## src/rtl/pipeline_hazard_ctrl.sv

```systemverilog
// Stall/flush sequencer for IF/ID and ID/EX: load-use bubble, MUL/DIV occupancy, branch flush.
// Outputs are combinational (0-cycle) from state + inputs; optional stall counter under HAZARD_PERF_CNT_EN.
module pipeline_hazard_ctrl #(
  parameter int MULDIV_CYCLES = 4,
  parameter int CNT_W         = 16
) (
  input  logic             CLK,
  input  logic             RST_N,
  input  logic             id_valid,
  input  logic [4:0]       id_rs,
  input  logic [4:0]       id_rt,
  input  logic             id_uses_rs,
  input  logic             id_uses_rt,
  input  logic             id_muldiv,
  input  logic             ex_mem_read,
  input  logic [4:0]       ex_rt,
  input  logic             branch_taken,
  output logic             pc_write_en,
  output logic             if_id_write_en,
  output logic             if_id_flush,
  output logic             id_ex_bubble,
  output logic             muldiv_busy,
  output logic [CNT_W-1:0] stall_count
);

  localparam int OCC_W = 8;

  typedef enum logic [1:0] {
    ST_RUN    = 2'd0,
    ST_MULDIV = 2'd1,
    ST_FLUSH  = 2'd2
  } state_t;

  state_t           state;
  logic [OCC_W-1:0] occ;
  logic             rs_match;
  logic             rt_match;
  logic             load_use;

  assign rs_match = id_uses_rs && (id_rs == ex_rt);
  assign rt_match = id_uses_rt && (id_rt == ex_rt);
  assign load_use = ex_mem_read && (ex_rt != 5'd0) && id_valid && (rs_match || rt_match);

  always_ff @(posedge CLK or negedge RST_N) begin
    if (!RST_N) begin
      state <= ST_RUN;
      occ   <= '0;
    end else begin
      case (state)
        ST_RUN: begin
          if (branch_taken) begin
            state <= ST_FLUSH;
          end else if (load_use) begin
            state <= ST_RUN;
          end else if (id_valid && id_muldiv) begin
            occ   <= OCC_W'(MULDIV_CYCLES - 1);
            state <= ST_MULDIV;
          end
        end
        ST_MULDIV: begin
          // occ==0 is unreachable but is treated as done so the counter cannot wrap
          if (occ <= OCC_W'(1)) begin
            occ   <= '0;
            state <= ST_RUN;
          end else begin
            occ <= occ - OCC_W'(1);
          end
        end
        ST_FLUSH: begin
          state <= ST_RUN;
        end
        default: begin
          state <= ST_RUN;
          occ   <= '0;
        end
      endcase
    end
  end

  always_comb begin
    pc_write_en    = 1'b1;
    if_id_write_en = 1'b1;
    if_id_flush    = 1'b0;
    id_ex_bubble   = 1'b0;
    muldiv_busy    = 1'b0;
    case (state)
      ST_RUN: begin
        if (branch_taken) begin
          if_id_flush  = 1'b1;
          id_ex_bubble = 1'b1;
        end else if (load_use) begin
          pc_write_en    = 1'b0;
          if_id_write_en = 1'b0;
          id_ex_bubble   = 1'b1;
        end
      end
      ST_MULDIV: begin
        muldiv_busy    = 1'b1;
        pc_write_en    = 1'b0;
        if_id_write_en = 1'b0;
        id_ex_bubble   = 1'b1;
      end
      ST_FLUSH: begin
        if_id_flush  = 1'b1;
        id_ex_bubble = 1'b1;
      end
      default: begin
        pc_write_en    = 1'b1;
        if_id_write_en = 1'b1;
      end
    endcase
    // Reset overrides everything so the pipe holds NOPs while RST_N is low
    if (!RST_N) begin
      pc_write_en    = 1'b0;
      if_id_write_en = 1'b0;
      if_id_flush    = 1'b1;
      id_ex_bubble   = 1'b1;
      muldiv_busy    = 1'b0;
    end
  end

`ifdef HAZARD_PERF_CNT_EN
  logic [CNT_W-1:0] stall_cnt;

  always_ff @(posedge CLK or negedge RST_N) begin
    if (!RST_N) begin
      stall_cnt <= '0;
    end else if (!pc_write_en && (stall_cnt != {CNT_W{1'b1}})) begin
      stall_cnt <= stall_cnt + CNT_W'(1);
    end
  end

  assign stall_count = stall_cnt;
`else
  assign stall_count = '0;
`endif

  // A taken branch cannot be resolved in EX while a MUL/DIV occupies it
  a_no_branch_in_muldiv: assert property (
    @(posedge CLK) disable iff (!RST_N) !((state == ST_MULDIV) && branch_taken)
  );

endmodule

```

## config.mk

```make
export PLATFORM = sky130hd
export DESIGN_NAME = pipeline_hazard_ctrl
export DESIGN_NICKNAME = d
export VERILOG_FILES = /design/src/rtl/pipeline_hazard_ctrl.sv
export SDC_FILE = /design/constraint.sdc
export NUM_CORES = 1
export LEC_CHECK = 0
export ABC_CLOCK_PERIOD_IN_PS = 2050
export CAP_MARGIN = 25
export CORE_ASPECT_RATIO = 0.8
export CORE_MARGIN = 2
export CORE_UTILIZATION = 37
export CTS_CLUSTER_SIZE = 10
export DETAILED_ROUTE_END_ITERATION = 10
export PLACE_DENSITY = 0.87
export SETUP_SLACK_MARGIN = 0.02
export SYNTH_ARGS = -nofsm -noshare
export SYNTH_HDL_FRONTEND = slang
export SYNTH_SLANG_ARGS = --single-unit
```

## constraint.sdc

```tcl
create_clock -name CLK -period 2.05 [get_ports CLK]
set_input_delay 0.3075 -clock CLK [delete_from_list [all_inputs] [get_ports CLK]]
set_output_delay 0.3075 -clock CLK [all_outputs]
set_load 0.01 [all_outputs]
```

==> metrics.md, run 1 <==
| Metric | Value |
|---|---|
| Crit path arrival time | `1.68 ns` |
| Grt ovf | `0` |
| Iteration-0 DRC Markers | `47` |
| H-tree levels | `1` |
| Clock power frac | `15.1%` |
| Int Pwr | `0.000692 W` |
| Max FO, Critical Path | `4` |
| Adder-Cell Fraction of Synth Area | `7.97%` |
| DRT Pass-1 Iters | `4` |
| Storage cell area | `250 µm²` |
| Power per cell area | `867 nW/µm²` |
| # setup viols final | `0` |
| Core footprint | `2420 µm²` |
| Sequential area share after synthesis | `a little over a quarter` |
| EDFF count, synth | `0` |
| Die height | `49.1 µm` |
| Hold WC Path Type | `primary input to async pin` |
| Clock root buffer | `clkbuf_4` |
| Layout fillers | `202` |
| Initial Util | `38.9%` |
| Dpl cells | `185` |
| Critical Path End Type | `output pin` |
| Synthesized area | `approximately 940 µm²` |
| Compound-Gate Fraction of Synth Area | `17.1%` |
| Via/cell ratio | `5.14` |
| Top-Level Pins | `44` |
| Global-route wire length before repair | `approximately 4000 µm` |
| Row count | `16` |
| Maximum root-to-sink buffer count | `2` |
| Gpl congestion | `0.864` |
| Initial antenna violation count | `0` |
| Clock slew at reported path FFs | `about 0.070 ns` |
| Die area | `2970 µm²` |
| # clock sinks | `10` |
| Post-route antenna net violation count | `0` |
| WL per Instance | `15.6 µm` |
| Simple-gate portion of the synthesized area | `between 20% and 30%` |
| Flop pwr share | `24.8%` |
| Critical Path RT | `around 1.7 ns` |
| Static Leak | `0.676 nW` |
| CTS Buf Count | `3` |
| DR vias | `986` |
| NetSw | `around 0.00050 W` |
| GRT Overall Usage | `approximately 17%` |
| Largest family of logic cells by synthesized area | `simple AND/OR/NAND/NOR gates` |
| Die width | `60.4 µm` |
| Diode count | `0` |
| Mux contribution to synthesized area | `0%` |
| Worst vdd ir | `around 0.29 mV` |
| Worst-skew pair later-pin latency | `around 0.27 ns` |
| TritonCTS clock tree | `done` |
| IO Port Bufs | `27` |
| Final Hold Violating Endpoints | `0` |
| Hpwl dp | `1970 µm` |
| Worst clock skew | `0.0120 ns` |
| Max Freq | `502 MHz` |
| Ys async rst share | `100%` |
| WL final | `2990 µm` |
| Comb pwr share | `60.1%` |
| Largest net degree at the start of global routing | `9` |
| Cts hold-fix bufs | `0` |
| DRC Markers | `0` |
| Sw Ratio | `41.9%` |
| Area occupied by multi-input gates | `between 600 and 700 µm²` |
| Non-filler cells, final | `about 190` |
| Setup CP Type | `register to output pin` |
| Synth Instances | `113` |
| Mean Syn Cell Area | `between 8 and 9 µm²` |
| Synth Register Bits | `10` |
| Synth Area in XOR/XNOR | `9.30%` |
| Final #Nets | `186` |
| CP Launch Type | `register` |
| Vias in the first global route | `880` |
| Ys Warns | `0` |
| Distinct cells, synth | `34` |
| Slew Viols, Final | `0` |
| Max Cap Viol | `0` |
| Layout cells sized above 1 | `30.8%` |
| Most used DFF post-synth | `dfrtp_1` |
| Final period utilization | `97.1%` |
| Status | `finished clean` |
| P&R area growth vs syn | `45.8%` |
| Setup TNS Final | `0 ns` |
| Min cycle time layout | `1.99 ns` |
cells by family (layout without fill, tap and decap cells):
group                      count (synthesis)  count (layout)
and+or+nand+nor                           38              38
buffers and inverters                     24              52
other                                      1              16
DFF                                       10              10
adders and majority gates                  6               6
AOI/OAI and AO/OA                         24              24
xor gates and xnor gates                  10              10
power by group through the flow:
stage	registers [W]	logic [W]	clock network [W]
after floorplan	0.000280	0.000421	0
after detailed placement	0.000291	0.000625	0
final	0.000295	0.000715	0.000180
after global placement	0.000287	0.000592	0
after global routing	0.000296	0.000772	0.000191
after CTS	0.000284	0.000633	0.000183
repair_timing:
item                       4_1_cts  5_1_grt
setup buffers                    3        0
pin swaps                       13       14
gates resized for setup         38       31
setup endpoints to repair       10        7
Yosys cell counts (2+ instances only):
master | instances | area share, %
o22ai_1 | 2 | 1.3
nor2_1 | 8 | 3.2
nand3_1 | 2 | 1.1
inv_1 | 5 | 2.0
a21oi_1 | 2 | 1.1
nand2b_1 | 3 | 2.0
o31ai_1 | 3 | 2.4
o311a_1 | 2 | 2.1
dfrtp_1 | 10 | 27
ha_1 | 6 | 8.0
o21ai_0 | 5 | 2.7
nand2_1 | 8 | 3.2
or3_1 | 6 | 4.0
a2bb2oi_1 | 2 | 1.9
nand4_1 | 2 | 1.3
buf_4 | 17 | 14
o21ai_1 | 4 | 2.1
xnor2_1 | 10 | 9.3
sequential cells by signal, indices dropped and copies added, names as in the netlist:
register / count
occ: 8
state: 2
worst paths after layout:
kind	start	to	slack [ns]	depth (start not counted)
max in group asynchronous	RST_N	occ[1]$_DFFE_PN0P_	1.36	2
worst max register to register	state[0]$_DFFE_PN0P_	occ[3]$_DFFE_PN0P_	0.11	7
worst max-delay path	state[1]$_DFFE_PN0P_	if_id_flush	0.06	5
worst min register to register	occ[4]$_DFFE_PN0P_	occ[4]$_DFFE_PN0P_	0.54	2
min in group CLK	branch_taken	state[0]$_DFFE_PN0P_	0.44	4
worst min-delay path	RST_N	state[0]$_DFFE_PN0P_	0.27	1
cell usage in the layout (no fill, tap or decap), types with 2 or more instances in the layout:
master / instances
nand2b_1: 3
dlymetal6s2s_1: 2
nand3_1: 2
nand2_1: 7
ha_2: 3
buf_4: 16
conb_1: 16
dlygate4sd2_1: 4
ha_1: 3
clkbuf_2: 7
or3_4: 2
nand4_1: 2
xnor2_1: 5
or3_1: 5
clkbuf_4: 3
dfrtp_1: 10
buf_2: 3
nor2_1: 8
o31ai_1: 2
clkdlybuf4s15_1: 5
o21ai_1: 3
clkdlybuf4s50_1: 6
xnor2_2: 5
inv_1: 5
o21ai_0: 5
a2bb2oi_1: 2
through the flow:
step                utilization (%)  hold WS (ns)  instance area [µm²]  power, W  setup slack (ns)
finish                         56.7         0.265                 1370   0.00119            0.0593
global route                   56.7         0.265                 1370   0.00126          -0.00776
CTS                            54.5         0.260                 1320   0.00110           0.00627
detailed placement             52.4         0.496                 1270  0.000916            -0.634
global placement               52.4         0.484                 1270  0.000879            -0.597
floorplan                         -        0.0119                  998  0.000701            0.0516
final cells by class:
type                            count  share of cell area (%)
Inverter                            5                    1.37
Sequential cell                    10                    18.2
Multi-Input combinational cell     94                    49.7
Timing Repair Buffer               43                    24.8
Clock buffer                        4                    2.64
Tap cell                           36                    3.28
critical path, stage by stage (launching register included):
cell and delay, ns:
dfrtp_1 0.41, inv_1 0.10, ha_2 0.23, nand2_1 0.06, nand3b_1 0.08, clkdlybuf4s50_1 0.54
routing by layer:
metal / track usage (%) / wire length (µm) / part of all wire, % / vias up
met1: 23.5 / 1130 / 38 / 470
met5: 0 / 0 / 0 / -
met2: 29.2 / 1550 / 52 / 59
li1: - / - / - / 447
met3: 2.92 / 217 / 7.3 / 10
met4: 1.09 / 100 / 3.3 / 0
Power figures use the tool's default switching activity.
==> run 2, diff against run 1 <==
Settings changed: GPL_ROUTABILITY_DRIVEN from default to 0, TNS_END_PERCENT from default to 10.
==> run 2 against run 1 <==
Sequential share of layout area about the same. Combinational power decreased by 1%. Largest power group unchanged. Setup slack about the same. First-iteration DRC count decreased by 6.4%. Sequential cell count unchanged. Power decreased by 1.2%. Clock power about the same. Global-route usage unchanged. Maximum frequency about the same. Critical path depth unchanged. Cell count unchanged.
==> metrics.md, run 2 (synthesized netlist as in run 1, its figures left out) <==
| Metric | Value |
|---|---|
| Power per cell area | `858 nW/µm²` |
| Cts hold-fix bufs | `0` |
| P&R area growth vs syn | `45.4%` |
| Min cycle time layout | `1.99 ns` |
| Core footprint | `2420 µm²` |
| GRT Overall Usage | `roughly 17%` |
| Regs by FF count | `occ: 8 flops, state: 2 flops` |
| Global-route wire length before repair | `a little under 4000 µm` |
| Dpl cells | `185` |
| Non-filler cells, final | `192` |
| Clock slew at reported path FFs | `0.07 ns` |
| Sw Ratio | `41.2%` |
| Max FFs per register | `8` |
| Final period utilization | `slightly below 100%` |
| Via/cell ratio | `5.04` |
| TritonCTS clock tree | `done` |
| Tot Pwr | `0.00118 W` |
| Status | `finished clean` |
| Diode count | `0` |
| Final #Nets | `186` |
| CP dominant cell by count | `clkdlybuf4s50_1` |
| Worst clock skew | `0.00985 ns` |
| Vias in the first global route | `880` |
| Top-Level Pins | `44` |
| Grt ovf | `0` |
| DR vias | `roughly 970` |
| Row count | `16` |
| Crit-path slowest cell | `clkdlybuf4s50_1` |
| Int Pwr | `0.000691 W` |
| NetSw | `around 0.00048 W` |
| Final Hold Violating Endpoints | `0` |
| Largest net degree at the start of global routing | `9` |
| Max incr delay on CP | `0.56 ns` |
| # setup viols final | `0` |
| Crit path arrival time | `1.68 ns` |
| Largest Register | `occ` |
| Clock root buffer | `clkbuf_4` |
| Clock power frac | `between 15 and 20%` |
| H-tree levels | `1` |
| RSZ-0062 raised after global routing | `true` |
| Storage cell area | `250 µm²` |
| Comb pwr share | `between 60% and 70%` |
| Max Freq | `roughly 500 MHz` |
| Layout Utilization | `between 50 and 60%` |
| CP Launch Type | `primary input` |
| Critical Path End Type | `output pin` |
| Hold WC Path Type | `primary input to async pin` |
| Worst-skew pair later-pin latency | `roughly 0.27 ns` |
| Area occupied by multi-input gates | `683 µm²` |
| Worst vdd ir | `approximately 0.3 mV` |
| Fin Hold WS | `between 0.2 and 0.3 ns` |
| DRC Markers | `0` |
| Setup CP Type | `primary input to output pin` |
| Initial antenna violation count | `0` |
| Maximum root-to-sink buffer count | `2` |
| Slew Viols, Final | `0` |
| IO Port Bufs | `27` |
| Die width | `60.4 µm` |
| DRT Pass-1 Iters | `4` |
| CTS Buf Count | `3` |
| Layout cells sized above 1 | `30.8%` |
| Static Leak | `0.668 nW` |
| Flop pwr share | `24.9%` |
| Die area | `2970 µm²` |
| # clock sinks | `10` |
| Setup TNS Final | `0 ns` |
| Hpwl dp | `1970 µm` |
| Initial Util | `between 30% and 40%` |
| Critical Path RT | `about 1.7 ns` |
| Iteration-0 DRC Markers | `44` |
| CP Cell Sequence | `clkdlybuf4s50_1, buf_4, nand2_1, nand3b_1, clkdlybuf4s50_1` |
| Most frequent cells in the layout | `16 x conb_1, 16 x buf_4, 10 x dfrtp_1, 8 x nor2_1` |
| WL per Instance | `14.9 µm` |
| Max Cap Viol | `0` |
| Die height | `between 40 and 50 µm` |
| Post-route antenna net violation count | `0` |
| WL final | `about 2900 µm` |
| Layout fillers | `201` |
| Max FO, Critical Path | `3` |
## run 2: worst max-delay path, delay by kind of cell
family	cells	cell delay (ns)
buffers and inverters	3	1.25
and+or+nand+nor	2	0.13
## run 2: timing repair
| action | 4_1_cts | 5_1_grt |
|---|---|---|
| endpoints found under the setup margin | 10 | 7 |
| setup buffers | 3 | 0 |
| pin swaps | 13 | 12 |
| gates cloned | 0 | 0 |
| resized for setup | 38 | 29 |
## run 2: area by class of cell
| class | count | share of cell area (%) |
|---|---|---|
| Timing Repair Buffer | 43 | 24.6 |
| Inverter | 5 | 1.37 |
| Multi-Input combinational cell | 94 | 49.9 |
| Clock buffer | 4 | 2.65 |
| Tap cell | 36 | 3.29 |
| Sequential cell | 10 | 18.3 |
## run 2: metrics by stage
step,setup WS (ns),area [µm²]
after CTS,0.00627,1320
final,0.0589,1370
after floorplan,0.0516,998
after global placement,-0.597,1270
after global routing,-0.0826,1370
after detailed placement,-0.634,1270
## run 2: per-layer routing
layer	share of wire, %	routed length (µm)	vias to the layer above	track usage (%)
li1	-	-	448	-
met1	41	1160	462	23.5
met2	48	1380	51	29.2
met3	8.5	243	6	2.92
met4	2.7	76	0	1.09
met5	0	0	-	0
## run 2: final timing paths
path | slack (ns) | start | end | depth (start not counted)
min reg2reg | 0.53 | occ[4]$_DFFE_PN0P_ | occ[4]$_DFFE_PN0P_ | 2
min in group CLK | 0.53 | occ[4]$_DFFE_PN0P_ | occ[4]$_DFFE_PN0P_ | 2
min | 0.27 | RST_N | state[0]$_DFFE_PN0P_ | 1
max reg2reg | 0.07 | occ[3]$_DFFE_PN0P_ | occ[7]$_DFFE_PN0P_ | 6
max in group asynchronous | 1.36 | RST_N | occ[1]$_DFFE_PN0P_ | 2
max | 0.06 | branch_taken | if_id_flush | 5
## run 2: power groups by stage
stage / logic, W / registers [W] / clock network (W)
after floorplan: 0.000421 / 0.000280 / 0
after global placement: 0.000592 / 0.000287 / 0
after detailed placement: 0.000625 / 0.000291 / 0
after CTS: 0.000633 / 0.000284 / 0.000183
after global routing: 0.000767 / 0.000295 / 0.000191
final: 0.000705 / 0.000292 / 0.000178
==> run 3, diff against run 2 <==
--- a/config.mk
+++ b/config.mk
@@ -12,2 +12,3 @@
 export CORE_UTILIZATION = 37
+export CTS_CLUSTER_DIAMETER = 200
 export CTS_CLUSTER_SIZE = 10
@@ -15,2 +16,3 @@
 export GPL_ROUTABILITY_DRIVEN = 0
+export GPL_TIMING_DRIVEN = 1
 export PLACE_DENSITY = 0.87
--- a/constraint.sdc
+++ b/constraint.sdc
@@ -3,2 +3,2 @@
 set_output_delay 0.3075 -clock CLK [all_outputs]
-set_load 0.01 [all_outputs]
+set_load 0.005 [all_outputs]
==> run 3 against run 2 <==
Utilization is 0.31 points higher. Cell count up 1.0%. Maximum frequency decreased by 2.7%. Combinational power is 3.3% lower. First-iteration DRC count rose by 120%. Sequential cell count unchanged. Clock skew fell by 0.0069 ns. Power fell by 5.5%. Via count decreased by 0.10%. Critical path type is now primary input to register. Largest cell class unchanged. Final area grew 0.55%. Highest routed layer unchanged. Largest power group unchanged. Critical path depth is 3 higher.
==> metrics.md, run 3 (synthesized netlist as in run 1, its figures left out) <==
| Metric | Value |
|---|---|
| Status | `finished clean` |
| NetSw | `0.000459 W` |
| WL final | `approximately 2800 µm` |
| Met1 usage | `24.5%` |
| Crit path arrival time | `2.25 ns` |
| Clock slew at reported path FFs | `0.07 ns` |
| Largest Register | `occ` |
| DRT Pass-1 Iters | `4` |
| H-tree levels | `1` |
| Clock root buffer | `clkbuf_4` |
| CP Launch Type | `primary input` |
| Path depth of the worst reg2reg path | `7` |
| Post-route antenna net violation count | `0` |
| Post-route cell area | `1380 µm²` |
| Global routing's busiest layer | `met2` |
| Layout cells sized above 1 | `27.8%` |
| Power per cell area | `around 810 nW/µm²` |
| Crit path to | `occ[3]$_DFFE_PN0P_` |
| Clock power frac | `12.2%` |
| Crit-path slowest cell | `or4_1` |
| Max FFs per register | `8` |
| Hpwl dp | `2040 µm` |
| # setup viols final | `0` |
| Initial Util | `slightly below 40%` |
| DRC Markers | `0` |
| Diode count | `0` |
| Critical Path End Type | `register` |
| Worst vdd ir | `0.227 mV` |
| Worst-skew pair later-pin latency | `~0.27 ns` |
| Final #Nets | `approximately 190` |
| Vias in the first global route | `912` |
| Static Leak | `0.664 nW` |
| Dpl cells | `approximately 180` |
| GRT Overall Usage | `18.7%` |
| Initial antenna violation count | `0` |
| Setup TNS Final | `0 ns` |
| Worst setup path start | `ex_rt[0]` |
| Critical Path RT | `approximately 2.3 ns` |
| Worst clock skew | `0.00300 ns` |
| Max Freq | `about 490 MHz` |
| Via/cell ratio | `4.98` |
| Max incr delay on CP | `0.51 ns` |
| R2R Path Start | `state[0]$_DFFE_PN0P_` |
| Die height | `slightly below 50 µm` |
| Die area | `2970 µm²` |
| Crit-path leading delay family | `simple AND/OR/NAND/NOR gates` |
| Flop pwr share | `between 20% and 30%` |
| CTS Buf Count | `3` |
| Met3 Resource Use GR | `2.65%` |
| Top-Level Pins | `between 40 and 50` |
| Worst R2R End | `occ[3]$_DFFE_PN0P_` |
| Min cycle time layout | `2.05 ns` |
| Final setup margin | `~0.0046 ns` |
| CP Cell Sequence | `clkdlybuf4s15_2, or3_1, o311a_4, buf_4, o21ai_1, o21ba_4, or4_1, nand3_1` |
| Slew Viols, Final | `0` |
| Final period utilization | `between 90% and 100%` |
| Layout Utilization | `a little under three fifths` |
| Maximum root-to-sink buffer count | `2` |
| Hold WC Path Type | `primary input to async pin` |
| Post-DP Area | `1260 µm²` |
| Comb pwr share | `61.3%` |
| Regs by FF count | `occ: 8 flops, state: 2 flops` |
| Iteration-0 DRC Markers | `between 90 and 100` |
| Max FO, Critical Path | `5` |
| Largest net degree at the start of global routing | `9` |
| DR vias | `around 970` |
| Non-filler cells, final | `194` |
| Core footprint | `2420 µm²` |
| Pre-CTS setup slack | `-0.695 ns` |
| # clock sinks | `10` |
| CP bufs+invs | `2` |
| M2 GR Usage | `a little under a third` |
| Stages on the worst setup path | `8` |
| RSZ-0062 raised after global routing | `true` |
| TritonCTS clock tree | `done` |
| P&R area growth vs syn | `46.2%` |
| Die width | `60.4 µm` |
| Commonest non-fill, non-tap cell in the layout | `buf_4` |
| IO Port Bufs | `27` |
| Max Cap Viol | `0` |
| Sw Ratio | `41.3%` |
| Global-route wire length before repair | `slightly above 4000 µm` |
| WL per Instance | `14.3 µm` |
| Final Hold Violating Endpoints | `0` |
| Grt ovf | `0` |
| Reg-to-reg slack, setup | `0.06 ns` |
| Int Pwr | `0.000652 W` |
| Cts hold-fix bufs | `0` |
| Most frequent cells in the layout | `18 x buf_4, 16 x conb_1, 10 x dfrtp_1, 9 x xnor2_1, 8 x nor2_1` |
| Row count | `16` |
| Setup CP Type | `primary input to register` |
==> run 3: power by group through the flow <==
stage | combinational, W | clock [W] | sequential [W]
final | 0.000682 | 0.000136 | 0.000294
after floorplan | 0.000406 | 0 | 0.000280
after global placement | 0.000579 | 0 | 0.000288
after detailed placement | 0.000609 | 0 | 0.000293
after CTS | 0.000622 | 0.000139 | 0.000289
after global routing | 0.000736 | 0.000155 | 0.000298
==> run 3: area by class of cell <==
type / instances / area, µm²
tap: 36 / 45.0
clock buffer: 3 / 22.5
timing repair buffer: 46 / 384
sequential: 10 / 250
inverter: 5 / 18.8
fill: 200 / 1040
multi-input combinational: 94 / 657
==> run 3: worst min-delay path by stage <==
stage,from,end,slack (ns),cells after the start
after floorplan,RST_N,occ[0]$_DFFE_PN0P_,0.01,0
after global placement,occ[7]$_DFFE_PN0P_,occ[7]$_DFFE_PN0P_,0.48,2
after detailed placement,occ[7]$_DFFE_PN0P_,occ[7]$_DFFE_PN0P_,0.50,2
after CTS,RST_N,state[0]$_DFFE_PN0P_,0.27,1
after global routing,RST_N,state[0]$_DFFE_PN0P_,0.27,1
final,RST_N,state[0]$_DFFE_PN0P_,0.28,1
==> run 3: per-stage QoR <==
stage,hold WS (ns),power (W)
global route,0.267,0.00119
global placement,0.484,0.000867
floorplan,0.0119,0.000686
finish,0.285,0.00111
detailed placement,0.500,0.000902
CTS,0.267,0.00105
==> run 3: metal layers <==
metal / routed length (µm) / vias up
met5: 0 / -
met2: 1400 / 51
li1: - / 450
met3: 189 / 6
met1: 1150 / 459
met4: 31 / 0
==> run 3: what timing repair did <==
item	CTS	global route
pin swaps	18	14
resized for setup	40	22
buffers inserted	7	0
setup endpoints to repair	13	10
==> RTL change 1: new RTL, settings of run 1 <==
Re-encode `state_t` (3 states) as one-hot, 3 bits wide.
--- a/src/rtl/pipeline_hazard_ctrl.sv
+++ b/src/rtl/pipeline_hazard_ctrl.sv
@@ -25,10 +25,10 @@
 
   localparam int OCC_W = 8;
 
-  typedef enum logic [1:0] {
-    ST_RUN    = 2'd0,
-    ST_MULDIV = 2'd1,
-    ST_FLUSH  = 2'd2
+  typedef enum logic [2:0] {
+    ST_RUN    = 3'b001,
+    ST_MULDIV = 3'b010,
+    ST_FLUSH  = 3'b100
   } state_t;
 
   state_t           state;
Check against the original RTL: no difference found for any inputs over 10 cycles, from zero or initial values and one cycle with RST_N low; not proved beyond that.
==> RTL change 1 against run 1 <==
- utilization shrank 2.5 points
- sequential power grew 30%
- via count grew 2.2%
- final area grew 6.6%
- sequential cell count grew 1
- largest power group unchanged
- clock power shrank 16%
- clock skew shrank 8.9 ps
- routed wire length shrank 16%
- synthesized cell count grew 11%
- final cell count grew 9.4%
- worst setup slack lost 23 ps
- total power grew 16%
- area after synthesis grew 9.8%
==> RTL change 1: results (changes against run 1) <==
first-pass GRT wire length 4.16 mm (+5.1%); r2r startpoint occ[2]$_DFFE_PN0P_; footprint of the multi-input gates 672 µm² (-1.6%); layout cell share with drive strength beyond 1 25.6% (-5.2 points); vias per cell 4.80 (-6.5%); critical path's slowest cell or4_4; Placed Cells 206 (+11%); NonClk Buf Share 28.1% (+3.3 points); Critical path origin ex_rt[4]; Seq cells post-synth 11 (+1); Inverters 8 (+3); Clock power frac 11.0% (-4.1 points); sequential group power 0.384 mW (+30%); Detailed Route Iter0 Violations 81 (+72%); switch share 42.4% (+0.52 points); worst r2r path cells 5 (-2); register area 277 µm² (+10%); WL met2 1.24 mm (-20%); Cells after Synth 125 (+11%); status completed; pwr dens 941 mW/mm² (+8.6%); ranking of synthesized cells by area dfrtp_1 24%, buf_4 12%, xnor2_1 11%; maximum vdd ir drop 280 µV (-4.8%); Routed WL 2.52 mm (-16%); nonclk buf count 46 (+7.0%); met2 Track Usage GR 28.7% (-0.44 points); wl on met1 1.12 mm (-0.88%); Commonest cells post-synth 17 x buf_4, 13 x xnor2_1, 10 x dfrtp_1; via count 1008 (+2.2%)
==> RTL change 1: kinds of logic (layout without fill, tap and decap cells) <==
family / count (synthesis) / count (layout) / share of synthesized area (%)
simple gates: 42 / 42 / 22.7
compound gates: 30 / 30 / 20.4
buf+inv: 26 / 58 / 16.3
xor+xnor: 13 / 13 / 11.0
flops: 11 / 11 / 26.7
fa+ha+maj: 2 / 2 / 2.42
other cells: 1 / 16 / 0.362
==> RTL change 1: path summary, 6_finish.rpt <==
path,slack [ps],to
worst max-delay path,40,id_ex_bubble
worst min-delay path,450,occ[7]$_DFFE_PN0P_
worst max register to register,170,occ[7]$_DFFE_PN0P_
worst min register to register,570,occ[5]$_DFFE_PN0P_
max in group asynchronous,1370,state[0]$_DFFE_PN1P_
min in group CLK,570,occ[5]$_DFFE_PN0P_
==> RTL change 1: timing repair <==
item	4_1_cts	5_1_grt
gates resized for setup	34	9
gates cloned	0	0
buffers inserted	0	0
pin swaps	3	11
setup endpoints to repair	4	5
==> RTL change 2: new RTL, settings of run 1 <==
Without the edit above. Add a define of `HAZARD_PERF_CNT_EN`.
--- a/src/rtl/pipeline_hazard_ctrl.sv
+++ b/src/rtl/pipeline_hazard_ctrl.sv
@@ -1,5 +1,7 @@
 // Stall/flush sequencer for IF/ID and ID/EX: load-use bubble, MUL/DIV occupancy, branch flush.
 // Outputs are combinational (0-cycle) from state + inputs; optional stall counter under HAZARD_PERF_CNT_EN.
+`define HAZARD_PERF_CNT_EN
+
 module pipeline_hazard_ctrl #(
   parameter int MULDIV_CYCLES = 4,
   parameter int CNT_W         = 16
Check against the original RTL: not equivalent (Yosys sat finds a counterexample within 4 cycles, from zero or initial values and one cycle with RST_N low).
==> RTL change 2 against run 1 <==
- total power grew to 2.7 times the old value
- area after synthesis up 74%
- fmax fell by 0.91%
- highest routed layer unchanged
- largest cell class unchanged
- routed wire length rose by 38%
- first-iteration DRC count is 68% higher
- utilization grew 3.1 points
- critical path depth is 2 higher
- worst setup slack worse by 18 ps
- combinational power grew to 2.5 times the old value
- final area is 83% higher
- sequential cell count increased by 16
- critical endpoint is now if_id_write_en
- clock power grew 130%
==> RTL change 2: results (changes against run 1) <==
Top delay family on crit path compound AO/OA/AOI/OAI gates; Critical path origin ex_rt[3]; max reg flops 16 (+8); met3 Use GR 5.16% (+2.2 points); Reg clk slew, reported paths 90 ps (+20 ps); met2 Track Usage GR 27.5% (-1.7 points); Clock power frac 12.8% (-2.3 points); post-DP HPWL 2.86 mm (+45%); first-pass GRT wire length 6.93 mm (+75%); ranking of synthesized cells by area dfrtp_1 40%, xor2_1 7.0%, xnor2_1 5.9%; Detailed Route Iter0 Violations 79 (+68%); Post-Syn Area per Cell 9.51 µm² (+14%); Crit Reg-Reg Endpoint stall_count[8]$_DFFE_PN0P_; Critical Path Fanout Max 3 (-1); CP max stage delay 380 ps (-160 ps); Fill cells 344 (+70%); input/output buffers 43 (+59%); pre-CTS setup slack -653 ps (-19.1 ps); maximum vdd ir drop 690 µV (+130%); post-synth cell types 39 (+15%); Pint 1.90 mW (+180%); leakage power 1.12 nW (+65%); clk_skew 3.36 ps (-8.59 ps); layout cell share with drive strength beyond 1 28.7% (-2.1 points); vias per cell 5.04 (-1.9%); met1 Resource Use GR 22.9% (-0.61 points); critical path's slowest cell or3_4; Synth Area in XOR/XNOR 12.9% (+3.6 points); Commonest cells post-synth 26 x dfrtp_1, 15 x nand2_1, 14 x nor2_1; status completed; Routed WL 4.14 mm (+38%); NumNets Final 275 (+48%); largest net degree at the start of global routing 27 (+18); Arr. time, crit path 1700 ps (+20 ps); Comb group 1.80 mW (+150%); CP endpoint if_id_write_en; switch share 41.1% (-0.73 points); Placed Cells 289 (+56%); RD Place Congestion 0.813 (-5.9%); register area share after synthesis 39.8% (+13 points); post-place instance area 0.00227 mm² (+79%); Synth Area in Compound Gates 14.1% (-3.1 points); worst r2r path cells 9 (+2); mux contribution to synthesized area 0.689% (+0.69 points); Total Routing Usage GR 17.1% (+0.052 points)
RTL change 2: cell types whose count changed after synthesis, moves of 5 or more:
cell	run 1	this run
nor3_1	1	10
nor2_1	8	14
dfrtp_1	10	26
xor2_1	0	13
nand3_1	2	7
nand2_1	8	15
o21ai_0	5	12
buf_4	17	1
or3_1	6	1
RTL change 2: repair_timing:
| action | 4_1_cts | 5_1_grt |
|---|---|---|
| setup endpoints to repair | 26 | 25 |
| gates cloned | 1 | 0 |
| pin swaps | 20 | 16 |
| buffers inserted | 3 | 4 |
| resized for setup | 53 | 31 |
RTL change 2: layer usage:
layer  vias to the layer above  part of all wire [%]
met3                         8                   6.0
met2                        48                    46
met1                       717                    47
li1                        743                     -
met4                         0                   1.3
met5                         -                     0
RTL change 2: layout make-up:
cell class              count  area [µm²]  area share, %
multi-input cells         134        1040           41.6
flip-flops and latches     26         651           25.9
repair buffers             72         646           25.7
well taps                  57        71.3           2.84
clock buffers               3        41.3           1.64
clock inverters             1        30.0           1.19
inverters                   8        30.0           1.19
